### src/rtl/visualizador_suma.sv
// visualizador_suma
//   Shows an 8-bit sum on a 4-digit multiplexed common-anode 7-segment display.
//   A load strobe captures the sum.
//   A serial shift-add-3 (double-dabble) sequence then converts it to decimal,
//   or the value is passed through as two hex digits.
//   The digits are scanned continuously, one digit every REFRESH_DIV clocks.
//
//   state  | meaning
//   REPOSO | idle, waiting for cargar; display shows stored digits
//   CONV   | 8 shift-add-3 iterations; the old display stays visible
//
// Ports:
//   clk       in   1  system clock, rising edge
//   reset     in   1  asynchronous, active-high reset
//   suma      in   8  unsigned value to display
//   cargar    in   1  load strobe
//   modo_hex  in   1  sampled with cargar: 1 = hex, 0 = decimal
//   ocupado   out  1  high during the 8 conversion cycles
//   segmentos out  7  bit0 = a .. bit6 = g, polarity set by SEG_ACTIVE_LOW
//   anodos    out  4  one-hot digit enable, [0] = rightmost digit, polarity set by AN_ACTIVE_LOW
module visualizador_suma #(
    parameter int REFRESH_DIV    = 50000,
    parameter bit SEG_ACTIVE_LOW = 1'b1,
    parameter bit AN_ACTIVE_LOW  = 1'b1
) (
    input  logic       clk,
    input  logic       reset,
    input  logic [7:0] suma,
    input  logic       cargar,
    input  logic       modo_hex,
    output logic       ocupado,
    output logic [6:0] segmentos,
    output logic [3:0] anodos
);

    localparam int CW = $clog2(REFRESH_DIV);
    localparam logic [6:0] SEG_OFF = SEG_ACTIVE_LOW ? 7'h7F : 7'h00;
    localparam logic [3:0] AN_OFF  = AN_ACTIVE_LOW  ? 4'hF  : 4'h0;

    typedef enum logic {REPOSO, CONV} estado_t;

    estado_t         estado;
    logic [7:0]      sr;
    logic [7:0]      valor;
    logic            modo_lat;
    logic [11:0]     bcd;
    logic [2:0]      iter;
    logic [3:0][3:0] dig_val;
    logic [3:0]      dig_on;
    logic [CW-1:0]   cnt;
    logic [1:0]      idx;

    logic [11:0]     bcd_adj;
    logic [11:0]     bcd_shift;
    logic [3:0][3:0] new_val;
    logic [3:0]      new_on;
    logic            fin;
    logic [3:0][3:0] eff_val;
    logic [3:0]      eff_on;
    logic [6:0]      seg_next;
    logic [3:0]      an_next;

    function automatic logic [6:0] seg7(input logic [3:0] d);
        case (d)
            4'h0: seg7 = 7'h3F;
            4'h1: seg7 = 7'h06;
            4'h2: seg7 = 7'h5B;
            4'h3: seg7 = 7'h4F;
            4'h4: seg7 = 7'h66;
            4'h5: seg7 = 7'h6D;
            4'h6: seg7 = 7'h7D;
            4'h7: seg7 = 7'h07;
            4'h8: seg7 = 7'h7F;
            4'h9: seg7 = 7'h6F;
            4'hA: seg7 = 7'h77;
            4'hB: seg7 = 7'h7C;
            4'hC: seg7 = 7'h39;
            4'hD: seg7 = 7'h5E;
            4'hE: seg7 = 7'h79;
            default: seg7 = 7'h71;
        endcase
    endfunction

    always_comb begin
        bcd_adj = bcd;
        for (int i = 0; i < 3; i++) begin
            if (bcd[i*4 +: 4] >= 4'd5)
                bcd_adj[i*4 +: 4] = bcd[i*4 +: 4] + 4'd3;
        end
        bcd_shift = {bcd_adj[10:0], sr[7]};

        new_val = '0;
        new_on  = '0;
        if (modo_lat) begin
            new_val[0] = valor[3:0];
            new_val[1] = valor[7:4];
            new_on     = 4'b0011;
        end else begin
            new_val[0] = bcd_shift[3:0];
            new_val[1] = bcd_shift[7:4];
            new_val[2] = bcd_shift[11:8];
            new_on[0]  = 1'b1;
            new_on[1]  = (bcd_shift[7:4] != 4'd0) || (bcd_shift[11:8] != 4'd0);
            new_on[2]  = (bcd_shift[11:8] != 4'd0);
        end

        // The final conversion edge feeds the output registers directly, so the
        // new digits appear on the same edge on which ocupado falls.
        fin     = (estado == CONV) && (iter == 3'd7);
        eff_val = fin ? new_val : dig_val;
        eff_on  = fin ? new_on  : dig_on;

        if (eff_on[idx]) begin
            seg_next = SEG_ACTIVE_LOW ? ~seg7(eff_val[idx]) : seg7(eff_val[idx]);
            an_next  = AN_ACTIVE_LOW ? ~(4'b0001 << idx) : (4'b0001 << idx);
        end else begin
            seg_next = SEG_OFF;
            an_next  = AN_OFF;
        end
    end

    always_ff @(posedge clk or posedge reset) begin
        if (reset) begin
            estado    <= REPOSO;
            ocupado   <= 1'b0;
            sr        <= '0;
            valor     <= '0;
            modo_lat  <= 1'b0;
            bcd       <= '0;
            iter      <= '0;
            dig_val   <= '0;
            dig_on    <= '0;
            cnt       <= '0;
            idx       <= '0;
            segmentos <= SEG_OFF;
            anodos    <= AN_OFF;
        end else begin
            if (cnt == CW'(REFRESH_DIV - 1)) begin
                cnt <= '0;
                idx <= idx + 2'd1;
            end else begin
                cnt <= cnt + CW'(1);
            end

            case (estado)
                REPOSO: begin
                    if (cargar) begin
                        sr       <= suma;
                        valor    <= suma;
                        modo_lat <= modo_hex;
                        bcd      <= '0;
                        iter     <= '0;
                        ocupado  <= 1'b1;
                        estado   <= CONV;
                    end
                end
                CONV: begin
                    // Hex mode runs the same iterations and ignores the BCD
                    // result, so both modes have the same latency.
                    sr   <= {sr[6:0], 1'b0};
                    bcd  <= bcd_shift;
                    iter <= iter + 3'd1;
                    if (fin) begin
                        dig_val <= new_val;
                        dig_on  <= new_on;
                        ocupado <= 1'b0;
                        estado  <= REPOSO;
                    end
                end
                default: estado <= REPOSO;
            endcase

            segmentos <= seg_next;
            anodos    <= an_next;
        end
    end

endmodule

### config.mk
export PLATFORM = sky130hd
export DESIGN_NAME = visualizador_suma
export DESIGN_NICKNAME = d
export VERILOG_FILES = /design/src/rtl/visualizador_suma.sv
export SDC_FILE = /design/constraint.sdc
export NUM_CORES = 1
export LEC_CHECK = 0
export BUFFER_PORTS_ARGS = -buffer_cell sky130_fd_sc_hd__buf_2
export CAP_MARGIN = 40
export CORE_AREA = 4 4 91 93
export CTS_BUF_LIST = sky130_fd_sc_hd__clkbuf_4 sky130_fd_sc_hd__clkbuf_8
export CTS_CLUSTER_DIAMETER = 80
export DETAILED_ROUTE_END_ITERATION = 7
export DIE_AREA = 0 0 95 97
export MAX_ROUTING_LAYER = met4
export PLACE_DENSITY_LB_ADDON = 0.25
export SYNTH_ARGS = -nofsm -noshare
export SYNTH_HDL_FRONTEND = slang
export SYNTH_SLANG_ARGS = --single-unit
### constraint.sdc
create_clock -name clk -period 4.2 [get_ports clk]
set_clock_uncertainty 0.15 [all_clocks]
set_input_delay 0.21 -clock clk [delete_from_list [all_inputs] [get_ports clk]]
set_output_delay 0.21 -clock clk [all_outputs]
set_load 0.1 [all_outputs]
**Word-level counts from Yosys, hierarchy flattened**

Memory sizes are Yosys's and may differ from the RTL's.
Cells that the tools add are included.

- Flip-flop bits (word level): 83
- Memory bits (read-only): 112
- Output and inout bits: 12
- Memories kept: 1

Memory list:

| name | depth | width | rd ports | clocked after Yosys merged registers in | wr ports | RTL line | source |
|---|---|---|---|---|---|---|---|
| (name not given) | 16 | 7 | 1 | 0 | 0 | 64 | `case (d)` |

- Add/sub/neg operators: 6
- Magnitude comparators: 4
- Eq/ne operators: 4
- Shift operators: 1
- Multiplexer cells: 28
- Bitwise operators: 3
- Reductions and logical operators: 6

Operators with widths:

| kind | number |
|---|---|
| $mux W16 | 2 |
| $mux W4 | 6 |
| $pmux W12 S2 | 1 |
| $add A16 B1 Y16 const B | 1 |
| $eq A16 B16 Y1 const B | 1 |
| $mux W8 | 2 |
| $pmux W8 S2 | 1 |
| $mux W7 | 2 |
| $ge A4 B3 Y1 const B | 3 |
| $mux W12 | 1 |
| $mux W3 | 3 |
| $add A4 B2 Y4 const B | 2 |
| $bmux W4 S2 | 1 |
| $reduce_bool A4 Y1 | 2 |
| $not A7 Y7 | 1 |
| $pmux W3 S2 | 1 |
| $mux W1 | 5 |
| $not A4 Y4 | 1 |
| $pmux W1 S2 | 2 |
| $reduce_and A2 Y1 | 2 |
| $shl A1 B2 Y4 const A | 1 |
| $add A3 B1 Y3 const B | 1 |
| $add A3 B2 Y3 const B | 1 |
| $eq A3 B3 Y1 const B | 1 |
| other kinds (8) | 8 |

**Logic depth before layout (Yosys ltp)**

- Depth in word-level cells: 11
- Gate-level depth with buffers: 16
- Gate-level depth less buffers: 14

**Worst setup path after synthesis**

No wires, ideal clock.

- Path type: register to register
- Start: register iter[0]
- End: register segmentos[0]
- Setup time: 0.084 ns
- Arrival: 2.817 ns
- Required time: 3.966 ns
- Path slack: 1.149 ns
- Stages on the path, launching flop included: 16
- Clock period less this slack: 3.051 ns
- Cell sequence: dfrtp_1 -> ha_1 -> ha_1 -> nand2_1 -> buf_2 -> clkbuf_1 -> nand3_1 -> o32ai_1 -> a41oi_1 -> o21ai_0 -> inv_1 -> ha_1 -> nor4_1 -> a22oi_1 -> mux2i_1 -> o21ai_1

- Cells in the longest elaborated chain, start to end: 9
- Elaborated cells on any way between the ends: 12

RTL lines:

| item | RTL line | source |
|---|---|---|
| start, declared | 47 | `logic [2:0] iter;` |
| start signal, assigned | 162 | `iter <= iter + 3'd1;` |
| $eq A3 B3 Y1 (*) | 109 | `fin = (estado == CONV) && (iter == 3'd7);` |
| $logic_and A1 B1 Y1 (*) | 109 |  |
| $mux W16 | -- |  |
| $bmux W4 S2 | -- |  |
| $mux W4 | -- |  |
| $mem_v2 Z16 W7 | -- |  |
| $mux W7 | 113 | `if (eff_on[idx]) begin` |
| $not A7 Y7 | 114 | `seg_next = SEG_ACTIVE_LOW ? ~seg7(eff_val[idx]) : seg7(eff_val[idx]);` |
| $mux W7 (*) | 113 |  |
| via seg_next[0] | 60 | `logic [6:0] seg_next;` |
| end signal, assigned | 173 | `segmentos <= seg_next;` |
| end, declared | 32 | `output logic [6:0] segmentos,` |

Mark *: on every way through the listed nets, which the timed path passes. The rest lies on a longest branch. The select of a mux whose other input is x is not followed.
A chain may end at the register's enable or synchronous reset.

**Final worst setup path**

- Start: register bcd[4]
- End: register segmentos[0]

- Cells in the longest elaborated chain, start to end: 10
- Elaborated cells on any way between the ends: 19

RTL lines:

| item | RTL line | source |
|---|---|---|
| start, declared | 46 | `logic [11:0] bcd;` |
| start signal, assigned | 161 | `bcd <= bcd_shift;` |
| $add A4 B2 Y4 or $ge A4 B3 Y1 (tied branches) | 88, 87 |  |
| $mux W4 (*) | 87 | `if (bcd[i*4 +: 4] >= 4'd5)` |
| $mux W8 or $mux W4 (tied branches) | 94 | `if (modo_lat) begin` |
| $mux W16 | -- |  |
| $bmux W4 S2 | -- |  |
| $mux W4 | -- |  |
| $mem_v2 Z16 W7 | -- |  |
| $mux W7 | 113 |  |
| $not A7 Y7 | 114 |  |
| $mux W7 (*) | 113 |  |
| via seg_next[0] | 60 |  |

Marks and branches as above.

==> results.cfg <==
[drt]
antenna_left = 0
vias = 3069
dr.pass1.iters = 6
drt-initial-drc-count = 202
viasPerCell = 5.65
drc = 0
wire_per_inst_um = 15.7
routed_wl_mm = 8.53

[timing]
timing.slew.headroom_pct = 53.4
report.final.setup_viol = 0
fin_crit_ns = 3.43
rsz0062_at_grt = no
hold_viol = 0
max_freq_mhz = 292
tightest_slew_ns = 0.695
period_share_pct = 81.6
setup-tns-final_ns = 0
slew_viol_final = 0

[placement]
post-dp-hpwl_mm = 6.14
place_congestion = 0.854
portBuffers = 23

[power]
power.ir.vdd_worst_mv = 0.387
powerDensity_nw_per_um2 = 721
p_leak_uw = 0.00220

[floorplanning]
die_area_um2 = 9220
initial_core_util_pct = 56.7
die_x_um = 95
num_rows = 32
fp.dieH_um = 97
ioPinCount = 24
fp.coreArea_um2 = 7530

[clock_tree]
clockBufferDepth = 2
cts_hold_buffers = 10
clk_pin_slew_ns = 0.09
clk_latency_ns = 0.36
cts_tree = built
cts_inserted_buffers = 9
post_cts_buffers = 0
cts.sink_count = 83
cts-resized-gates = 0
htree_levels = 3
cts-root-buf = clkbuf_8

[setup_path]
startpoint = bcd[4]$_DFFE_PP0P_
rr_worst_depth = 13
cp.arrival_ns = 3.57
reg2reg_setup_slack_ns = 0.77
cp-end-kind = flip-flop
endpoint = segmentos[0]$_DFF_PP1_
rr_startpoint = bcd[4]$_DFFE_PP0P_
cp-start-kind = flip-flop
r2r_end = segmentos[0]$_DFF_PP1_
criticalPathCategory = flip-flop to flip-flop
path_max_fanout = 6
required_ns = 4.34

[synth]
synth_top_area_share_pct = 42.2
yosys-top-cells-area = dfrtp_1, dfstp_2, ha_1
synth_nets = 435
yosysSeqAreaShare_pct = 48.9
synth.avg_cell_area_um2 = 10.6
syn_area_um2 = 4270
netlist_instances = 404
yosysWarnings = 0
yosysUniqueCellTypes = 60
ys_seq_elements = 83
synthArstFlopShare_pct = 100
synth.largest_area_cell = dfrtp_1
ys.flop_type = dfrtp_1
synth_edf_count = 0

[layout]
drive_gt1_share_pct = 20.0
diodes = 0
area_growth_pct = 12.6
postLayoutCoreUtil_pct = 63.9
final_nets = 467

[global_route]
antenna_found_initial = 0
grt_usage_pct = 20.9
overflow = 0
grt_pass1_vias = 2991
grt_first_pass_wirelength_mm = 14.7
grt_max_degree = 36

[job]
maxCapViolations = 0

[run_status]
status = complete, no violations

[worst_hold_path]
hp-class = primary input to flip-flop
==> final cells by class <==
type | instances | area [um2]
multi-input combinational | 285 | 2030
sequential | 83 | 2090
clock inverter | 7 | 100
clock buffer | 9 | 124
tap | 102 | 128
inverter | 18 | 68.8
fill | 639 | 2720
timing repair buffer | 39 | 273
==> per-layer routing <==
| metal | vias up | part of all wire, % | GRT usage, % |
|---|---|---|---|
| li1 | 1487 | - | - |
| met1 | 1490 | 46 | 29.3 |
| met2 | 80 | 48 | 31.1 |
| met3 | 12 | 4.0 | 3.11 |
| met4 | 0 | 2.0 | 7.44 |
| met5 | - | 0 | - |
==> power breakdown <==
part,total [uW],internal [uW],switching [uW]
clock,647,340,307
combinational,1610,614,996
sequential,1210,1060,153
total,3470,2020,1450
==> cell families after synthesis <==
logic type	after synthesis	share of synthesized area [%]
xor+xnor	18	3.69
fa+ha+maj	19	5.57
compound gates	86	13.7
mux	34	9.84
simple gates	128	14.6
flops	83	48.9
buf+inv	36	3.60
==> cell usage in the layout, fill, tap and decap left out, drive strengths merged, types with 5 or more instances in the layout <==
| cell | synthesis | layout |
|---|---|---|
| nand3 | 8 | 8 |
| and3 | 7 | 7 |
| ha | 19 | 19 |
| buf | 9 | 29 |
| clkbuf | 9 | 9 |
| o21ai | 32 | 32 |
| dlygate4sd3 | 0 | 10 |
| nor2 | 26 | 26 |
| xnor2 | 10 | 10 |
| xor2 | 8 | 8 |
| mux2 | 18 | 18 |
| a22o | 5 | 5 |
| a21oi | 13 | 13 |
| dfstp | 11 | 11 |
| mux2i | 12 | 12 |
| nand2b | 7 | 7 |
| dfrtp | 72 | 72 |
| and2 | 9 | 9 |
| nand2 | 49 | 49 |
| inv | 16 | 17 |
| clkinv | 2 | 6 |
==> synth_stat cells (all sizes together), types with 9 or more instances <==
library cell / number
o21ai: 32
dfrtp: 72
dfstp: 11
buf: 9
mux2i: 12
xnor2: 10
clkbuf: 9
mux2: 18
ha: 19
and2: 9
inv: 16
a21oi: 13
nand2: 49
nor2: 26
==> worst min path at each step <==
stage | cells past startpoint | to | startpoint
floorplan | 1 | modo_lat$_DFFE_PP0P_ | modo_hex
global route | 2 | bcd[2]$_DFFE_PP0P_ | cargar
global placement | 2 | idx[1]$_DFFE_PP0N_ | reset
finish | 2 | bcd[8]$_DFFE_PP0P_ | cargar
CTS | 2 | bcd[8]$_DFFE_PP0P_ | cargar
detailed placement | 2 | idx[1]$_DFFE_PP0N_ | reset
==> metrics by stage <==
stage	total power (uW)	setup WS (ns)	instances	cell area, um2	hold slack, ns
2_1_floorplan	2510	1.15	404	4270	0.212
3_3_place_gp	2780	0.936	515	4460	0.242
3_5_place_dp	2830	0.849	517	4490	0.0476
4_1_cts	3480	0.791	543	4810	0.132
5_1_grt	3700	0.561	543	4810	0.176
6_report	3470	0.774	543	4810	0.135
==> registers in the layout (all words and copies together), names as in the netlist <==
signal,cells
cnt,16
dig_val,16
bcd,12
sr,8
valor,8
segmentos,7
anodos,4
dig_on,4
iter,3
idx,2
estado,1
modo_lat,1
ocupado,1
==> worst max-delay path: stages (launching register included) <==
cell and delay [ns]:
dfrtp_1 0.41, inv_1 0.12, ha_1 0.20, nand2b_1 0.07, or3b_1 0.17, a21oi_1 0.05, mux4_2 0.48, o21ai_0 0.56
inv_1 0.17, ha_1 0.29, nor4_1 0.32, a22oi_1 0.14, mux2i_1 0.15, o21ai_1 0.07
Note: power is estimated with default switching activity, not from simulation.
